[src/rtl/corefifo_sync_pkg.sv]
// rtl/corefifo_sync_pkg.sv - shared pointer width, pointer type and Gray/binary conversion
// Purpose: single source for the pointer width of the Gray pointer synchroniser.
// Contents: PKG_ADDRWIDTH / PW localparams, ptr_t, gray2bin(), bin2gray().
package corefifo_sync_pkg;

    localparam int PKG_ADDRWIDTH = 3;
    localparam int PW            = PKG_ADDRWIDTH + 1;

    typedef logic [PW-1:0] ptr_t;

    // Each binary bit is the XOR of all Gray bits at and above it.
    function automatic ptr_t gray2bin(input ptr_t g);
        ptr_t b;
        b[PW-1] = g[PW-1];
        for (int i = PW - 2; i >= 0; i--) begin
            b[i] = b[i+1] ^ g[i];
        end
        return b;
    endfunction

    function automatic ptr_t bin2gray(input ptr_t b);
        return b ^ (b >> 1);
    endfunction

endpackage

[src/rtl/corefifo_gray_ch_check.sv]
// rtl/corefifo_gray_ch_check.sv - one channel: sync chain, Gray decode and step checker
// Purpose: synchronise one Gray pointer and only let it advance by a legal forward step.
// Ports:
//   clk, srstn  clock, synchronous active-low reset
//   en          1 = check mode, 0 = track mode
//   err_clr     clear for the sticky err bit (a simultaneous rejection wins)
//   inp         asynchronous Gray pointer
//   sync_gray   accepted pointer, Gray
//   sync_bin    accepted pointer, binary
//   upd         one-cycle pulse when the accepted pointer changes
//   err         sticky flag: an illegal step was rejected
module corefifo_gray_ch_check
    import corefifo_sync_pkg::*;
#(
    parameter int NUM_STAGES = 2,
    parameter int MAX_STEP   = 1
) (
    input  logic clk,
    input  logic srstn,
    input  logic en,
    input  logic err_clr,
    input  ptr_t inp,
    output ptr_t sync_gray,
    output ptr_t sync_bin,
    output logic upd,
    output logic err
);

    // MAX_STEP <= 2^(PW-1), so it always fits the pointer width.
    localparam ptr_t MAX_STEP_P = ptr_t'(MAX_STEP);

    ptr_t stage [NUM_STAGES];
    ptr_t s;
    ptr_t b_new;
    ptr_t delta;
    logic accept;
    logic reject;

    always_ff @(posedge clk) begin
        if (!srstn) begin
            for (int i = 0; i < NUM_STAGES; i++) begin
                stage[i] <= '0;
            end
        end else begin
            stage[0] <= inp;
            for (int i = 1; i < NUM_STAGES; i++) begin
                stage[i] <= stage[i-1];
            end
        end
    end

    assign s     = stage[NUM_STAGES-1];
    assign b_new = gray2bin(s);
    // Modulo subtraction: wrap 2^PW-1 -> 0 gives 1, backward moves give large values.
    assign delta = b_new - sync_bin;

    always_comb begin
        accept = 1'b0;
        reject = 1'b0;
        if (en) begin
            accept = (delta != '0) && (delta <= MAX_STEP_P);
            reject = (delta > MAX_STEP_P);
        end else begin
            // Track mode follows the chain so that check mode resumes from a fresh reference.
            accept = (s != sync_gray);
        end
    end

    always_ff @(posedge clk) begin
        if (!srstn) begin
            sync_gray <= '0;
            sync_bin  <= '0;
            upd       <= 1'b0;
            err       <= 1'b0;
        end else begin
            if (accept) begin
                sync_gray <= s;
                sync_bin  <= b_new;
            end
            upd <= accept;
            if (reject) begin
                err <= 1'b1;
            end else if (err_clr) begin
                err <= 1'b0;
            end
        end
    end

endmodule

[src/rtl/corefifo_gray_ptr_sync.sv]
// rtl/corefifo_gray_ptr_sync.sv - multi-channel Gray pointer synchroniser with step checking
// Purpose: bring NUM_CH remote Gray pointers into clk, decode them and reject illegal jumps.
// Ports:
//   clk, srstn  clock, synchronous active-low reset
//   en          1 = check mode, 0 = track mode (shared by all channels)
//   err_clr     per-channel clear of err
//   inp         asynchronous Gray pointers, channel c at [c*PW +: PW]
//   sync_gray   accepted pointers, Gray
//   sync_bin    accepted pointers, binary
//   upd         per-channel change pulse
//   err         per-channel sticky rejection flag
module corefifo_gray_ptr_sync
    import corefifo_sync_pkg::*;
#(
    parameter int NUM_STAGES = 2,
    parameter int ADDRWIDTH  = 3,
    parameter int NUM_CH     = 1,
    parameter int MAX_STEP   = 1
) (
    input  logic                            clk,
    input  logic                            srstn,
    input  logic                            en,
    input  logic [NUM_CH-1:0]               err_clr,
    input  logic [NUM_CH*(ADDRWIDTH+1)-1:0] inp,
    output logic [NUM_CH*(ADDRWIDTH+1)-1:0] sync_gray,
    output logic [NUM_CH*(ADDRWIDTH+1)-1:0] sync_bin,
    output logic [NUM_CH-1:0]               upd,
    output logic [NUM_CH-1:0]               err
);

    // The conversion functions are sized by the package, so the instance must agree with it.
    if (ADDRWIDTH != PKG_ADDRWIDTH) begin : g_bad_addrwidth
        $error("ADDRWIDTH must match corefifo_sync_pkg::PKG_ADDRWIDTH");
    end
    if (NUM_STAGES < 2) begin : g_bad_stages
        $error("NUM_STAGES must be at least 2");
    end
    if (MAX_STEP < 1 || MAX_STEP > (1 << ADDRWIDTH)) begin : g_bad_step
        $error("MAX_STEP must be in 1..2^ADDRWIDTH");
    end
    if (NUM_CH < 1) begin : g_bad_ch
        $error("NUM_CH must be at least 1");
    end

    for (genvar c = 0; c < NUM_CH; c++) begin : g_ch
        corefifo_gray_ch_check #(
            .NUM_STAGES (NUM_STAGES),
            .MAX_STEP   (MAX_STEP)
        ) u_ch (
            .clk       (clk),
            .srstn     (srstn),
            .en        (en),
            .err_clr   (err_clr[c]),
            .inp       (inp[c*PW +: PW]),
            .sync_gray (sync_gray[c*PW +: PW]),
            .sync_bin  (sync_bin[c*PW +: PW]),
            .upd       (upd[c]),
            .err       (err[c])
        );
    end

endmodule

[config.mk]
export PLATFORM = sky130hd
export DESIGN_NAME = corefifo_gray_ptr_sync
export DESIGN_NICKNAME = d
export VERILOG_FILES = /design/src/rtl/corefifo_sync_pkg.sv /design/src/rtl/corefifo_gray_ch_check.sv /design/src/rtl/corefifo_gray_ptr_sync.sv
export SDC_FILE = /design/constraint.sdc
export NUM_CORES = 1
export LEC_CHECK = 0
export BUFFER_PORTS_ARGS = -buffer_cell sky130_fd_sc_hd__buf_2
export CORE_ASPECT_RATIO = 0.75
export CORE_MARGIN = 2
export CORE_UTILIZATION = 44
export CTS_CLUSTER_DIAMETER = 200
export DETAILED_ROUTE_END_ITERATION = 12
export MAX_ROUTING_LAYER = met4
export PLACE_DENSITY = 0.78
export SYNTH_ARGS = -nofsm -noshare
export SYNTH_HDL_FRONTEND = slang
export SYNTH_HIERARCHICAL = 1
export SYNTH_SLANG_ARGS = --single-unit
[constraint.sdc]
create_clock -name clk -period 2.85 [get_ports clk]
set_input_delay 0.1425 -clock clk [delete_from_list [all_inputs] [get_ports clk]]
set_output_delay 0.1425 -clock clk [all_outputs]
set_load 0.02 [all_outputs]
==> impl_metrics.ini, run 1 <==
[drt]
average_wire_per_standard_cell_um = 10.8
postRouteAntennaNets = 0
routed_wirelength_mm = 1.27
firstDrtPassIters = 3
num_vias = 548
detailedRoute.firstIterationViolations = 1
drt-vias-per-instance = 4.64
post-route-drc-count = 0

[setup_path]
cp-end-kind = register
critical-path-slowest-cell = sky130_fd_sc_hd__dfxtp_1
critical-path-top-cell-by-count = sky130_fd_sc_hd__xor2_2
startpoint_type = register
arrival_ns = 2.87
maximum_cell_stage_delay_along_the_critical_path_ns = 0.42
crit_path_cell_trace = xor2_2, xor2_2, xnor2_1, ha_1, inv_1, fa_1, xor2_1, nor2_1, a41oi_4, buf_4, mux2i_1
path_class = reg -> reg
cp_data_required_time_ns = 3.07
timing.critical_path.fanout_max = 5

[clocking]
tritoncts = done
cts_num_sinks = 17
clockRootBuffer = sky130_fd_sc_hd__clkbuf_4
worstSkewPairLatency_ns = 0.29
maximum_clock_path_buffer_count = 2
htree_levels = 1
clkTransAtPathRegs_ns = 0.10
cts_hold_repair.buffers = 0
cts.repair.resized = 0
cts_buffers = 3
cts_setup_buffers = 0

[power]
power_frac_seq_pct = 49.4
power.ir.vdd_worst_uv = 338
p_int_uw = 367
comb_power_share_pct = 25.5
pwr_density_cell_mw_per_mm2 = 564
power.share.switching_pct = 30.7
switching_power_uw = 162
clkPwrFrac_pct = 25.0
leakagePower_uw = 0.000430

[global_route]
maximum_number_of_pins_on_one_net_before_global_route_repair = 25
gr-total-overflow = 0
grtUsageMet1_pct = 16.1
global_route.usage.met2_pct = 23.4
grt_pass1_wl_mm = 2.02
top_usage_layer = met2
vias_in_the_first_global_route = 473
grtUsageTotal_pct = 14.3
grt_antenna_before_repair = 0
global_route.usage.met3_pct = 6.57

[place]
placement.cell_area_um2 = 901
place_hpwl_um = 996
place.port_buffers = 17
place_congestion = 0.772

[timing]
drv_slew = 0
final.setup_skew_ns = 0.00232
post-route-min-period_ns = 2.65
total_neg_setup_slack_ns = 0
min_period_over_period_pct = 92.9
worst_slew_pin_slew_ns = 0.340
slew_headroom_pct = 77.4
grt_setup_unrepaired = no
setup_viol = 0
fmax_mhz = 378
hold_viol = 0
final.hold.worst_slack_ns = 0.0461

[hold_path]
hold_path_class = in -> reg

[final_layout]
synthToLayoutAreaGrowth_pct = 19.0
fillCellCount = 165
post_route_cell_area_um2 = 938
diodes_inserted = 0
layout.core_utilization_pct = 54.9
nets = 109
post_route_cells_drive_above_1_share_pct = 30.2
mostFrequentLayoutCells = sky130_fd_sc_hd__dfxtp_1 (17), sky130_fd_sc_hd__buf_2 (17), sky130_fd_sc_hd__nand2_1 (12), sky130_fd_sc_hd__and2_1 (9), sky130_fd_sc_hd__mux2i_1 (6)
ff_latch_area_um2 = 340
multiInputGateArea_um2 = 418

[die]
fp-row-count = 13
design.core.area_mm2 = 0.00171
dieHeight_um = 40.7
fp.dieW_um = 52.9
fp.dieArea_mm2 = 0.00215
io-pin-count = 18
start_util_pct = 46.2

[synthesis]
synthDistinctLibCells = 22
postSynthAreaPerCell_um2 = 10.5
warnings_synthesis = 6
syn_inst = 75
netlist_top_cells_area = sky130_fd_sc_hd__dfxtp_1 (43%), sky130_fd_sc_hd__mux2i_1 (7.6%), sky130_fd_sc_hd__and2_1 (7.1%)
postSynthRegisterBits = 17
syn_area_um2 = 788
synth_seq_area_share_pct = 43.2
synth_fp_nets = 87
synth_top_cell_by_area = sky130_fd_sc_hd__dfxtp_1
netlist.area_leader.share_pct = 43.2

[run_status]
outcome = finished clean

[flow_run]
maxCapViolCount = 0
[final timing paths]
kind                            slack [ns]                        to                      from  depth (start not counted)
worst max-delay path                  0.20  g_ch[0].u_ch/sync_bin[2]  g_ch[0].u_ch/stage[0][7]                         11
worst min-delay path                  0.05  g_ch[0].u_ch/stage[0][3]                    inp[3]                          2
worst max register to register        0.20  g_ch[0].u_ch/sync_bin[2]  g_ch[0].u_ch/stage[0][7]                         11
worst min register to register        0.44  g_ch[0].u_ch/stage[0][6]  g_ch[0].u_ch/stage[0][2]                          1
[per-stage QoR]
stage,worst slack [ns],total power [uW],instances
2_1_floorplan,0.228,365,75
3_3_place_gp,0.272,397,113
3_5_place_dp,0.199,402,113
4_1_cts,0.155,535,117
5_1_grt,0.00601,561,118
6_report,0.203,530,118
[cell usage after synthesis]
master and count:
sky130_fd_sc_hd__dfxtp_1 17, sky130_fd_sc_hd__nand2_1 12, sky130_fd_sc_hd__and2_1 9, sky130_fd_sc_hd__mux2i_1 6, sky130_fd_sc_hd__xnor2_1 5, sky130_fd_sc_hd__inv_1 4
sky130_fd_sc_hd__ha_1 3, sky130_fd_sc_hd__clkbuf_1 2, sky130_fd_sc_hd__nor2b_1 2, sky130_fd_sc_hd__xor2_1 2, sky130_fd_sc_hd__xor2_2 2, sky130_fd_sc_hd__a21boi_0 1
sky130_fd_sc_hd__a21o_1 1, sky130_fd_sc_hd__a31oi_1 1, sky130_fd_sc_hd__a41oi_1 1, sky130_fd_sc_hd__a41oi_4 1, sky130_fd_sc_hd__and2b_2 1, sky130_fd_sc_hd__buf_4 1
sky130_fd_sc_hd__fa_1 1, sky130_fd_sc_hd__mux2_4 1, sky130_fd_sc_hd__nor2_1 1, sky130_fd_sc_hd__o21a_1 1
[layout make-up]
class,instances,share of cell area (%)
multi-input combinational,51,44.5
clock buffer,3,2.40
inverter,4,1.60
timing repair buffer,20,11.5
tap,22,2.93
clock inverter,1,0.800
sequential,17,36.3
[kinds of logic (layout without fill, tap and decap cells)]
family                     count (synthesis)  after routing  synth area share (%)
AOI/OAI and AO/OA                          6              6                  8.26
xor gates and xnor gates                   9              9                  11.9
adders and majority gates                  4              4                  7.30
buffers and inverters                      7             28                  3.81
DFF                                       17             17                  43.2
muxes                                      7              7                  9.52
and+or+nand+nor                           25             25                  16.0
[critical path, delay by kind of cell, from the launching register on]
family / cells / cell delay (ns)
AO/OA/AOI/OAI: 1 / 0.32
XOR/XNOR: 4 / 0.73
adder cells (fa/ha/maj): 2 / 0.55
buffers and inverters: 2 / 0.27
flip-flops: 1 / 0.42
multiplexers: 1 / 0.19
AND/OR/NAND/NOR: 1 / 0.09
[routing by layer]
metal  vias up  wire, um
li1        282         -
met1       251       586
met2        15       603
met3         0        82
met4         0         0
met5         -         0
[power groups by stage]
stage,clock (uW),combinational (uW),sequential [uW]
after global routing,148,149,264
after CTS,138,135,262
after global placement,0,130,267
final,133,135,262
after detailed placement,0,134,267
after floorplan,0,86.7,279
[state kept, by name, summed over array words and instances (netlist names)]
register	cells
g_ch.u_ch/stage	8
g_ch.u_ch/sync_bin	3
g_ch.u_ch/sync_gray	4
g_ch.u_ch/err	1
g_ch.u_ch/upd	1
Power figures use the tool's default switching activity.
==> run 2, diff against run 1 <==
--- a/config.mk
+++ b/config.mk
@@ -6,7 +6,7 @@
 export NUM_CORES = 1
 export LEC_CHECK = 0
 export BUFFER_PORTS_ARGS = -buffer_cell sky130_fd_sc_hd__buf_2
-export CORE_ASPECT_RATIO = 0.75
+export CORE_ASPECT_RATIO = 1.1
 export CORE_MARGIN = 2
 export CORE_UTILIZATION = 44
 export CTS_CLUSTER_DIAMETER = 200
==> run 2 against run 1 <==
Register-to-register slack lost 0.03 ns; non-clock buffer count is 1 lower; critical path depth down 1; sequential power about the same; clock power down 8%; count of clock-buffer cells in the layout unchanged.
==> impl_metrics.ini, run 2 (synthesis gave the netlist of run 1 again) <==
[place]
place.port_buffers = 17
place_hpwl_um = 966
place_congestion = 0.746

[die]
fp.dieW_um = 44.4
fp.dieArea_mm2 = 0.00215
design.core.area_mm2 = 0.00174
start_util_pct = 45.3
dieHeight_um = 48.4
io-pin-count = 18
fp-row-count = 16

[final_layout]
regMostFlops = g_ch.u_ch/stage
post_route_cells_drive_above_1_share_pct = 29.5
nets = 108
synthToLayoutAreaGrowth_pct = 17.1
fillCellCount = 164
reg_top3 = g_ch.u_ch/stage x8, g_ch.u_ch/sync_gray x4, g_ch.u_ch/sync_bin x3
diodes_inserted = 0
mostFrequentLayoutCells = sky130_fd_sc_hd__dfxtp_1 (17), sky130_fd_sc_hd__buf_2 (17), sky130_fd_sc_hd__nand2_1 (12), sky130_fd_sc_hd__and2_1 (9), sky130_fd_sc_hd__mux2i_1 (6)
largest_register_ff_count = 8

[setup_path]
maximum_cell_stage_delay_along_the_critical_path_ns = 0.41
arrival_ns = 2.85
timing.critical_path.fanout_max = 7
crit_path_cell_trace = xor2_2, xor2_2, xnor2_1, ha_1, inv_1, fa_1, xor2_1, nor2_1, a41oi_4, mux2_4
cp_data_required_time_ns = 3.02
critical-path-slowest-cell = sky130_fd_sc_hd__dfxtp_1
worst-path-buf-inv = 1
startpoint_type = register
worst_path_dominant_cell_family = XOR/XNOR gates
critical-path-top-cell-by-count = sky130_fd_sc_hd__xor2_2
cp-end-kind = register
path_class = reg -> reg

[clocking]
cts.repair.resized = 0
cts_setup_buffers = 0
htree_levels = 1
cts_buffers = 3
cts_hold_repair.buffers = 0
tritoncts = done
worstSkewPairLatency_ns = 0.28
maximum_clock_path_buffer_count = 2
clockRootBuffer = sky130_fd_sc_hd__clkbuf_4
clkTransAtPathRegs_ns = 0.10
cts_num_sinks = 17

[power]
power.ir.vdd_worst_uv = 305
design_power_total_uw = 517
pwr_density_cell_mw_per_mm2 = 559
leakagePower_uw = 0.000429

[drt]
average_wire_per_standard_cell_um = 10.8
detailedRoute.firstIterationViolations = 3
postRouteAntennaNets = 0
drt-vias-per-instance = 4.83
post-route-drc-count = 0
routed_wirelength_mm = 1.22
firstDrtPassIters = 4
num_vias = 546

[timing]
drv_slew = 0
final.hold.worst_slack_ns = 0.0556
min_period_over_period_pct = 93.8
grt_setup_unrepaired = no
slew_headroom_pct = 76.1
setup_viol = 0
total_neg_setup_slack_ns = 0
final.setup_skew_ns = 0.00935
worst_slew_pin_slew_ns = 0.358
post-route-min-period_ns = 2.67
hold_viol = 0
fmax_mhz = 374

[global_route]
grt_antenna_before_repair = 0
grtUsageTotal_pct = 13.5
grt_pass1_wl_mm = 2.08
gr-total-overflow = 0
maximum_number_of_pins_on_one_net_before_global_route_repair = 25
vias_in_the_first_global_route = 549

[run_status]
outcome = finished clean

[hold_path]
hold_path_class = in -> reg

[flow_run]
maxCapViolCount = 0
## run 2: changes by cell type in the layout (fill, tap and decap cells not counted)
cell                         change
sky130_fd_sc_hd__buf_4           -1
sky130_fd_sc_hd__clkinvlp_4      -1
sky130_fd_sc_hd__clkinv_2        +1
## run 2: per-layer routing
layer	global-route usage (%)	up-vias	wire length [um]
met2	21.3	14	607
met3	2.24	4	41
met1	14.5	248	545
met5	-	-	0
li1	-	280	-
met4	10.6	0	25
## run 2: per-stage QoR
stage	instances	util (%)	setup WS, ns	instance area [um^2]
detailed placement	109	51.4	0.148	896
global route	113	53.0	0.00271	923
CTS	113	53.0	0.122	923
finish	113	53.0	0.176	923
floorplan	75	-	0.228	788
global placement	109	51.4	0.224	896
## run 2: path summary, 6_finish.rpt
kind	from	end	slack [ns]	cells past startpoint
hold / removal	inp[3]	g_ch[0].u_ch/stage[0][3]	0.06	2
setup reg to reg	g_ch[0].u_ch/stage[0][6]	g_ch[0].u_ch/sync_bin[0]	0.18	10
setup / recovery	g_ch[0].u_ch/stage[0][6]	g_ch[0].u_ch/sync_bin[0]	0.18	10
hold reg to reg	g_ch[0].u_ch/stage[0][2]	g_ch[0].u_ch/stage[0][6]	0.44	1
## run 2: layout make-up
type / instances / area [um^2] / area share (%)
sequential: 17 / 340 / 36.9
timing repair buffer: 19 / 100 / 10.8
clock inverter: 1 / 5.00 / 0.542
tap: 18 / 22.5 / 2.44
inverter: 4 / 15.0 / 1.63
multi-input combinational: 51 / 418 / 45.3
clock buffer: 3 / 22.5 / 2.44
## run 2: where the power goes
group / internal [uW] / switching [uW]
Clock: 52.1 / 69.6
Sequential: 252 / 9.06
Combinational: 60.4 / 73.1
## run 2: worst register-to-register path, stage by stage, from the launching register on
cell and delay (ns):
sky130_fd_sc_hd__dfxtp_1 0.41, sky130_fd_sc_hd__xor2_2 0.25, sky130_fd_sc_hd__xor2_2 0.19, sky130_fd_sc_hd__xnor2_1 0.17
sky130_fd_sc_hd__ha_1 0.18, sky130_fd_sc_hd__inv_1 0.06, sky130_fd_sc_hd__fa_1 0.37, sky130_fd_sc_hd__xor2_1 0.15
sky130_fd_sc_hd__nor2_1 0.20, sky130_fd_sc_hd__a41oi_4 0.23, sky130_fd_sc_hd__mux2_4 0.35
